**config.mk**
```make
export PLATFORM = sky130hd
export DESIGN_NAME = axis_bram_xfer_sequencer
export DESIGN_NICKNAME = d
export VERILOG_FILES = /design/src/rtl/axis_bram_xfer_sequencer.sv
export SDC_FILE = /design/constraint.sdc
export NUM_CORES = 1
export LEC_CHECK = 0
export BUFFER_PORTS_ARGS = -buffer_cell sky130_fd_sc_hd__buf_2
export CORE_MARGIN = 2
export CORE_UTILIZATION = 23
export CTS_BUF_LIST = sky130_fd_sc_hd__clkbuf_8
export CTS_CLUSTER_DIAMETER = 80
export DETAILED_ROUTE_END_ITERATION = 16
export PLACE_DENSITY = 0.49
export SETUP_SLACK_MARGIN = 0.05
export SYNTH_ARGS = -nofsm -noshare
export SYNTH_HDL_FRONTEND = slang
export SYNTH_SLANG_ARGS = --single-unit
```
**constraint.sdc**
```tcl
create_clock -name aclk -period 2.41 [get_ports aclk]
set_input_delay 0.3615 -clock aclk [delete_from_list [all_inputs] [get_ports aclk]]
set_output_delay 0.3615 -clock aclk [all_outputs]
set_load 0.05 [all_outputs]
```
**src/rtl/axis_bram_xfer_sequencer.sv**
```systemverilog
// rtl/axis_bram_xfer_sequencer.sv - command-driven AXI-lite programmer and stream completion watcher for the BRAM adapter
//
// Ports:
//   aclk/areset            clock, asynchronous active-high reset
//   cmd_*                  transfer command (rw, start, end) with valid/ready handshake
//   m_axi_aw*/w*/b*        AXI-lite write master towards the adapter register slave
//   mon_s_* / mon_m_*      passive taps of the adapter s00 (stream->BRAM) and m00 (BRAM->stream)
//   busy/done/err          transfer status; err_code and beat_count held until the next accept
module axis_bram_xfer_sequencer #(
    parameter int ADDR_W    = 12,
    parameter int REG_AW    = 5,
    parameter int CTRL_OFS  = 0,
    parameter int START_OFS = 4,
    parameter int END_OFS   = 8,
    parameter int TIMEOUT   = 65535
) (
    input  logic              aclk,
    input  logic              areset,
    input  logic              cmd_valid,
    output logic              cmd_ready,
    input  logic              cmd_rw,
    input  logic [ADDR_W-1:0] cmd_start_addr,
    input  logic [ADDR_W-1:0] cmd_end_addr,
    output logic [REG_AW-1:0] m_axi_awaddr,
    output logic              m_axi_awvalid,
    input  logic              m_axi_awready,
    output logic [31:0]       m_axi_wdata,
    output logic [3:0]        m_axi_wstrb,
    output logic              m_axi_wvalid,
    input  logic              m_axi_wready,
    input  logic [1:0]        m_axi_bresp,
    input  logic              m_axi_bvalid,
    output logic              m_axi_bready,
    input  logic              mon_s_tvalid,
    input  logic              mon_s_tready,
    input  logic              mon_s_tlast,
    input  logic              mon_m_tvalid,
    input  logic              mon_m_tready,
    input  logic              mon_m_tlast,
    output logic              busy,
    output logic              done,
    output logic              err,
    output logic [1:0]        err_code,
    output logic [15:0]       beat_count
);

    // Write states are kept contiguous so is_wr() is a simple range test.
    localparam logic [3:0] S_IDLE     = 4'd0;
    localparam logic [3:0] S_W_START  = 4'd1;
    localparam logic [3:0] S_W_END    = 4'd2;
    localparam logic [3:0] S_W_ARM    = 4'd3;
    localparam logic [3:0] S_W_RELOAD = 4'd4;
    localparam logic [3:0] S_W_RUN    = 4'd5;
    localparam logic [3:0] S_RUN      = 4'd6;
    localparam logic [3:0] S_DONE     = 4'd7;
    localparam logic [3:0] S_ERR      = 4'd8;

    localparam logic [1:0]  E_NONE  = 2'd0;
    localparam logic [1:0]  E_RANGE = 2'd1;
    localparam logic [1:0]  E_BRESP = 2'd2;
    localparam logic [1:0]  E_TOUT  = 2'd3;
    localparam logic [15:0] IDLE_LAST = 16'(TIMEOUT - 1);

    logic [3:0]        state_q, state_d;
    logic              rw_q, rw_d;
    logic [ADDR_W-1:0] start_q, start_d, end_q, end_d;
    logic              awvalid_q, awvalid_d, wvalid_q, wvalid_d, bready_q, bready_d;
    logic [1:0]        err_code_q, err_code_d;
    logic [15:0]       beat_count_q, beat_count_d, idle_q, idle_d;
    logic [REG_AW-1:0] addr_c;
    logic [31:0]       data_c;
    logic              b_hs, beat, last;

    function automatic logic is_wr(input logic [3:0] s);
        return (s >= S_W_START) && (s <= S_W_RUN);
    endfunction

    // Register address and payload are a pure function of the state and the latched command,
    // so they cannot move while a valid is pending.
    always_comb begin
        addr_c = '0;
        data_c = '0;
        case (state_q)
            S_W_START:  begin addr_c = REG_AW'(START_OFS); data_c = 32'(start_q); end
            S_W_END:    begin addr_c = REG_AW'(END_OFS);   data_c = 32'(end_q);   end
            S_W_ARM:    begin addr_c = REG_AW'(CTRL_OFS);  data_c = {30'b0, 1'b0, rw_q}; end
            S_W_RELOAD: begin addr_c = REG_AW'(CTRL_OFS);  data_c = {30'b0, 1'b1, rw_q}; end
            S_W_RUN:    begin addr_c = REG_AW'(CTRL_OFS);  data_c = {30'b0, 1'b0, rw_q}; end
            default:    begin addr_c = '0; data_c = '0; end
        endcase
    end

    always_comb begin
        state_d      = state_q;
        rw_d         = rw_q;
        start_d      = start_q;
        end_d        = end_q;
        err_code_d   = err_code_q;
        beat_count_d = beat_count_q;
        idle_d       = idle_q;
        awvalid_d    = awvalid_q && !m_axi_awready;
        wvalid_d     = wvalid_q && !m_axi_wready;
        bready_d     = bready_q && !m_axi_bvalid;
        b_hs         = bready_q && m_axi_bvalid;
        // Only the stream selected by the latched direction is watched.
        beat         = rw_q ? (mon_s_tvalid && mon_s_tready) : (mon_m_tvalid && mon_m_tready);
        last         = rw_q ? mon_s_tlast : mon_m_tlast;

        case (state_q)
            S_IDLE: begin
                if (cmd_valid) begin
                    rw_d         = cmd_rw;
                    start_d      = cmd_start_addr;
                    end_d        = cmd_end_addr;
                    beat_count_d = '0;
                    idle_d       = '0;
                    if (cmd_start_addr > cmd_end_addr) begin
                        err_code_d = E_RANGE;
                        state_d    = S_ERR;
                    end else begin
                        err_code_d = E_NONE;
                        state_d    = S_W_START;
                    end
                end
            end
            S_W_START, S_W_END, S_W_ARM, S_W_RELOAD, S_W_RUN: begin
                if (b_hs) begin
                    if (m_axi_bresp != 2'b00) begin
                        err_code_d = E_BRESP;
                        state_d    = S_ERR;
                    end else begin
                        state_d = state_q + 4'd1;
                    end
                end
            end
            S_RUN: begin
                if (beat) begin
                    idle_d = '0;
                    if (beat_count_q != 16'hFFFF) beat_count_d = beat_count_q + 16'd1;
                    if (last) state_d = S_DONE;
                end else if (TIMEOUT != 0 && idle_q == IDLE_LAST) begin
                    err_code_d = E_TOUT;
                    state_d    = S_ERR;
                end else begin
                    idle_d = idle_q + 16'd1;
                end
            end
            default: state_d = S_IDLE;
        endcase

        // Every write state opens with a fresh AW+W pair and an open B channel.
        if (is_wr(state_d) && state_d != state_q) begin
            awvalid_d = 1'b1;
            wvalid_d  = 1'b1;
            bready_d  = 1'b1;
        end else if (!is_wr(state_d)) begin
            awvalid_d = 1'b0;
            wvalid_d  = 1'b0;
            bready_d  = 1'b0;
        end
    end

    always_ff @(posedge aclk or posedge areset) begin
        if (areset) begin
            state_q      <= S_IDLE;
            rw_q         <= 1'b0;
            start_q      <= '0;
            end_q        <= '0;
            awvalid_q    <= 1'b0;
            wvalid_q     <= 1'b0;
            bready_q     <= 1'b0;
            err_code_q   <= E_NONE;
            beat_count_q <= '0;
            idle_q       <= '0;
        end else begin
            state_q      <= state_d;
            rw_q         <= rw_d;
            start_q      <= start_d;
            end_q        <= end_d;
            awvalid_q    <= awvalid_d;
            wvalid_q     <= wvalid_d;
            bready_q     <= bready_d;
            err_code_q   <= err_code_d;
            beat_count_q <= beat_count_d;
            idle_q       <= idle_d;
        end
    end

    assign cmd_ready     = (state_q == S_IDLE);
    assign busy          = (state_q != S_IDLE);
    assign done          = (state_q == S_DONE);
    assign err           = (state_q == S_ERR);
    assign err_code      = err_code_q;
    assign beat_count    = beat_count_q;
    assign m_axi_awvalid = awvalid_q;
    assign m_axi_wvalid  = wvalid_q;
    assign m_axi_bready  = bready_q;
    assign m_axi_awaddr  = awvalid_q ? addr_c : '0;
    assign m_axi_wdata   = wvalid_q ? data_c : '0;
    assign m_axi_wstrb   = 4'b1111;

endmodule
```
After elaboration in Yosys (flattened, before gate mapping)
Index checks and enable logic that the tools add are counted.
{"block": "totals", "elab_cells": 91, "regBits": 66, "in_bits": 39, "output_inout_bits": 66}
{"block": "op_classes", "add_sub_neg": 3, "order_cmp": 3, "n_mux": 34, "n_eq_ne": 19, "n_reduce_logical": 22}
{"operator": "$mux W16", "n": 5}
{"operator": "$pmux W16 S2", "n": 2}
{"operator": "$pmux W12 S4", "n": 1}
{"operator": "$add A16 B1 Y16 const B", "n": 2}
{"operator": "$mux W32", "n": 1}
{"operator": "$mux W4", "n": 7}
{"operator": "$eq A16 B16 Y1 const B", "n": 1}
{"operator": "$eq A4 B3 Y1 const B", "n": 4}
{"operator": "$ne A16 B16 Y1 const B", "n": 1}
{"operator": "$ne A2 B2 Y1 const B", "n": 7}
{"operator": "$gt A12 B12 Y1", "n": 1}
{"operator": "$pmux W4 S3", "n": 1}
{"operator": "$mux W2", "n": 5}
{"operator": "$mux W1", "n": 9}
{"operator": "$eq A4 B2 Y1 const B", "n": 2}
{"operator": "$logic_and A1 B1 Y1", "n": 8}
{"operator": "$pmux W4 S2", "n": 1}
{"operator": "$pmux W2 S3", "n": 1}
{"operator": "$reduce_and A6 Y1", "n": 1}
{"operator": "$mux W5", "n": 1}
{"operator": "$reduce_or A5 Y1", "n": 1}
{"operator": "$add A4 B1 Y4 const B", "n": 1}
{"operator": "$eq A4 B1 Y1 const B", "n": 1}
{"operator": "$eq A4 B4 Y1 const B", "n": 1}
{"operator": "13 further kinds", "n": 16}

Depth between registers and ports, before layout
{"block": "depth", "ltp_word": 8, "mapped_depth": 9}

Worst setup path after synthesis
Ideal clock, no wire load.
{"block": "synth_path", "path_type": "register to output", "startpoint": "register state_q[1]", "endpoint": "output m_axi_wdata[1]", "slack_ns": -1.671, "path_buffers": 0, "t_arrival_ns": 3.720, "path_stages_with_launch": 7, "cell_sequence": "dfrtp_1 -> inv_1 -> ha_1 -> nor3b_2 -> nor3_2 -> nand2_1 -> a2111oi_0"}
{"block": "synth_between", "elab_chain_len": 4}
{"element": "start: declaration", "line_no": "64", "text": "logic [3:0] state_q, state_d;"}
{"element": "start signal: assignment", "line_no": "176", "text": "state_q <= state_d;"}
{"element": "$eq A4 B2 Y1 or $eq A4 B3 Y1 (tied branches)", "line_no": "83", "text": "case (state_q)"}
{"element": "$reduce_or A2 Y1 (no source line)"}
{"element": "$pmux W12 S4 (*)", "line_no": "83"}
{"element": "$mux W32 (*)", "line_no": "199", "text": "assign m_axi_wdata = wvalid_q ? data_c : '0;"}
{"element": "end: declaration", "line_no": "27", "text": "output logic [31:0] m_axi_wdata,"}
Mark *: on every way between the ends. The rest lies on a longest branch, timed or not.

Final worst setup path
{"block": "layout_path", "startpoint": "register state_q[0]", "endpoint": "output m_axi_wdata[5]"}
Same word-level chain as after synthesis.

==> reports/qor.yml <==
worstPathMaxFanout: 6
dp_hpwl_mm: 8.68
drt-total-wl_mm: 11.7
max_slew_margin_pct: 56.6
placed_cells: 775
p_per_area_nw_per_um2: 891
power_mw: 4.78
antenna_cells: 0
start_kind: "flop"
place_area_sq_um: 4760
antenna_found_initial: 0
synth_area_sq_um: 4040
cts_tree: "yes"
root_buffer: "clkbuf_8"
postRouteAntennaNets: 0
setup_viol: 0
rows: 48
syn_avg_cell_area_sq_um: 8.69
peakVddDrop_mv: 0.419
critPathKind: "flop to primary output"
met2_length_mm: 5.61
post_drt_wl_per_cell_um: 14.7
die_x_um: 137
ff2ff_path_depth: 8
critPathMaxStageDelay_ps: 490
tightest_slew_ps: 650
p_sw_mw: 2.04
syn2layout_area_growth_pct: 32.8
finalHoldViolations: 0
grt_setup_unrepaired: "true"
worst_ep_required_time_ps: 2050
synth_edf_count: 0
grt_max_degree: 42
yosysSeqAreaShare_pct: 40.9
r2r-start: "state_q[1]"
cp_slowest_cell: "dfrtp_2"
power_frac_clock_pct: 22.3
grt_overflow_total: 0
wl_met1_mm: 5.42
worstPathArrival_ps: 2040
ys.flop_type: "dfrtp_1"
io_pins: 105
final_layout_size_suffix_gt1_share_pct: 31.5
vias_per_cell: 4.46
gp_congestion: 0.793
maxCapViolCount: 0
drc: 0
startpoint: "state_q[0]"
clock_skew_ps: 11.2
async_flop_share_pct: 100
cts.path.max_buffers: 2
cp_num_buf_inv: 2
hold_class: "input pin to async pin"
fmax_mhz: 416
grtUsageTotal_pct: 13.1
rrSetupSlack_ps: 120
io_buffers: 77
synth_cell_types: 59
grt_pass1_vias: 3589
path_cells: "ha_4 -> nor4_4 -> nor3_4 -> nand2_4 -> buf_6 -> nor2_1 -> buf_4"
stdcell_count: 800
topRoutingLayerUsed: "met4"
wl_met3_um: 530
die_y_um: 137
cts_made_buffers: 9
switching_share_pct: 42.7
start_util_pct: 23.5
reg2reg_to: "m_axi_awvalid"
vias: 3564
status: "complete, no violations"
ctsHtreeMaxLevel: 3
nNetsFinal: 629
combPwrFrac_pct: 44.6
holdBufCountCts: 0
synth_cells: 465
crit_cells: 7
p_int_mw: 2.74
power_leakage_nw: 2.58
sequentialPowerShare_pct: 33.2
clock-sinks: 66
grt_pass1_wl_mm: 18.7
clock_latency_ps: 360
hold_ws_ps: 84.7
finalMaxSlewViolations: 0
dieArea_sq_um: 18700
yosys_warnings: 0
ys_ff_latch: 66
drtIter0Drc: 166
finalSetupTns_ps: 0
postLayoutCellArea_sq_um: 5370
core_sq_um: 17200
end_kind: "primary output"
crit_end: "m_axi_wdata[5]"
critPathTopFamily: "simple AND/OR/NAND/NOR gates"
fin_crit_sh_pct: 99.8
clkTransAtPathRegs_ps: 70
post-route-min-period_ps: 2410
first_pass_iters: 4
==> how the worst min path moves through the flow <==
stage,start,endpoint,slack (ps)
2_1_floorplan,end_q[0],end_q[0],450
3_3_place_gp,start_q[4],start_q[4],460
3_5_place_dp,start_q[9],start_q[9],460
4_1_cts,areset,end_q[11],110
5_1_grt,areset,start_q[11],130
6_report,areset,start_q[11],80
==> cells in the mapped netlist, types with 2 or more instances <==
master	number	area [sq um]
buf_4	27	203
buf_2	4	20.0
nand3_1	20	100
nor2_1	44	165
a22oi_1	10	75.1
a211o_1	3	26.3
nor4b_1	2	17.5
o31ai_1	3	22.5
o21ai_0	33	165
and3b_1	2	17.5
o211ai_1	2	15.0
inv_1	22	82.6
a21oi_1	14	70.1
ha_1	19	238
xor2_1	11	96.3
or3_1	6	37.5
nor3_1	5	25.0
nand4_1	12	75.1
a21oi_2	4	35.0
xnor2_1	8	70.1
nand2_1	77	289
nand2_2	2	12.5
and3_1	10	62.6
nand2b_1	7	43.8
and2_1	6	37.5
a221oi_1	2	17.5
dfrtp_1	66	1650
conb_1	2	7.51
a31oi_1	5	31.3
clkbuf_1	8	30.0
==> metrics by stage <==
| step | setup slack [ps] | util [%] |
|---|---|---|
| after floorplan | -129 | - |
| after global placement | -62.6 | 27.6 |
| after detailed placement | -111 | 27.6 |
| after CTS | 41.6 | 30.6 |
| after global routing | -53.2 | 31.2 |
| final | 4.15 | 31.2 |
==> worst register-to-register path, cell delays in order, from the launching register on <==
cell and delay, ps:
dfrtp_2 470, inv_4 110, ha_4 180, nor3b_4 80, or3_1 420, a21oi_1 340, nor4b_1 110, a211o_1 340
a31oi_1 160
==> registers in the layout, indices dropped and copies added (netlist names) <==
name,count
beat_count,16
idle_q,16
end_q,12
start_q,12
state_q,4
err_code,2
m_axi_awvalid,1
m_axi_bready,1
m_axi_wvalid,1
rw_q,1
==> placed cells by master, fill, tap and decap left out, drive strengths merged, types with 7 or more instances in the layout <==
cell type | netlist | final
xor2 | 11 | 11
nor2 | 45 | 45
o21ai | 34 | 34
nand2b | 7 | 7
a22oi | 10 | 10
dfrtp | 66 | 66
conb | 2 | 27
inv | 22 | 23
nand3 | 20 | 20
ha | 19 | 19
a21oi | 18 | 18
nand2 | 79 | 79
and3 | 10 | 10
buf | 32 | 110
nand4 | 13 | 13
clkbuf | 8 | 11
xnor2 | 8 | 8
==> layout make-up <==
class	instances	area (sq um)
Tap cell	225	282
Clock inverter	4	67.6
Multi-Input combinational cell	362	2380
Fill cell	1820	11900
Sequential cell	66	1660
Inverter	22	91.3
Clock buffer	11	151
Timing Repair Buffer	110	743
==> power by group through the flow <==
stage          Clock (mW)  Combinational [mW]  Sequential [mW]
6_report             1.06                2.13             1.59
5_1_grt              1.14                2.32             1.62
4_1_cts              1.09                2.07             1.58
3_5_place_dp            0                1.84             1.56
3_3_place_gp            0                1.82             1.55
2_1_floorplan           0                1.20             1.62
==> timing repair <==
| action | CTS | global route |
|---|---|---|
| cloned | 2 | 0 |
| pin swaps | 10 | 4 |
| buffers inserted | 5 | 3 |
| resized for setup | 66 | 18 |
| hold endpoints to repair | 0 | 0 |
| setup endpoints to repair | 16 | 25 |
==> cells by family (layout without fill, tap and decap cells) <==
| family | after synthesis | count (layout) | share of synthesized area, % |
|---|---|---|---|
| AND/OR/NAND/NOR | 206 | 206 | 25.5 |
| AO/OA/AOI/OAI | 91 | 91 | 15.1 |
| flip-flops | 66 | 66 | 40.9 |
| buffers and inverters | 62 | 147 | 8.39 |
| adder cells (fa/ha/maj) | 19 | 19 | 5.88 |
| XOR/XNOR | 19 | 19 | 4.12 |
| other | 2 | 27 | 0.186 |
==> routing by layer <==
layer / vias to the layer above / global-route usage, %
li1: 1767 / -
met1: 1690 / 17.1
met2: 93 / 21.3
met3: 14 / 2.89
met4: 0 / 4.51
met5: - / 0
Note: power is estimated with default switching activity, not from simulation.
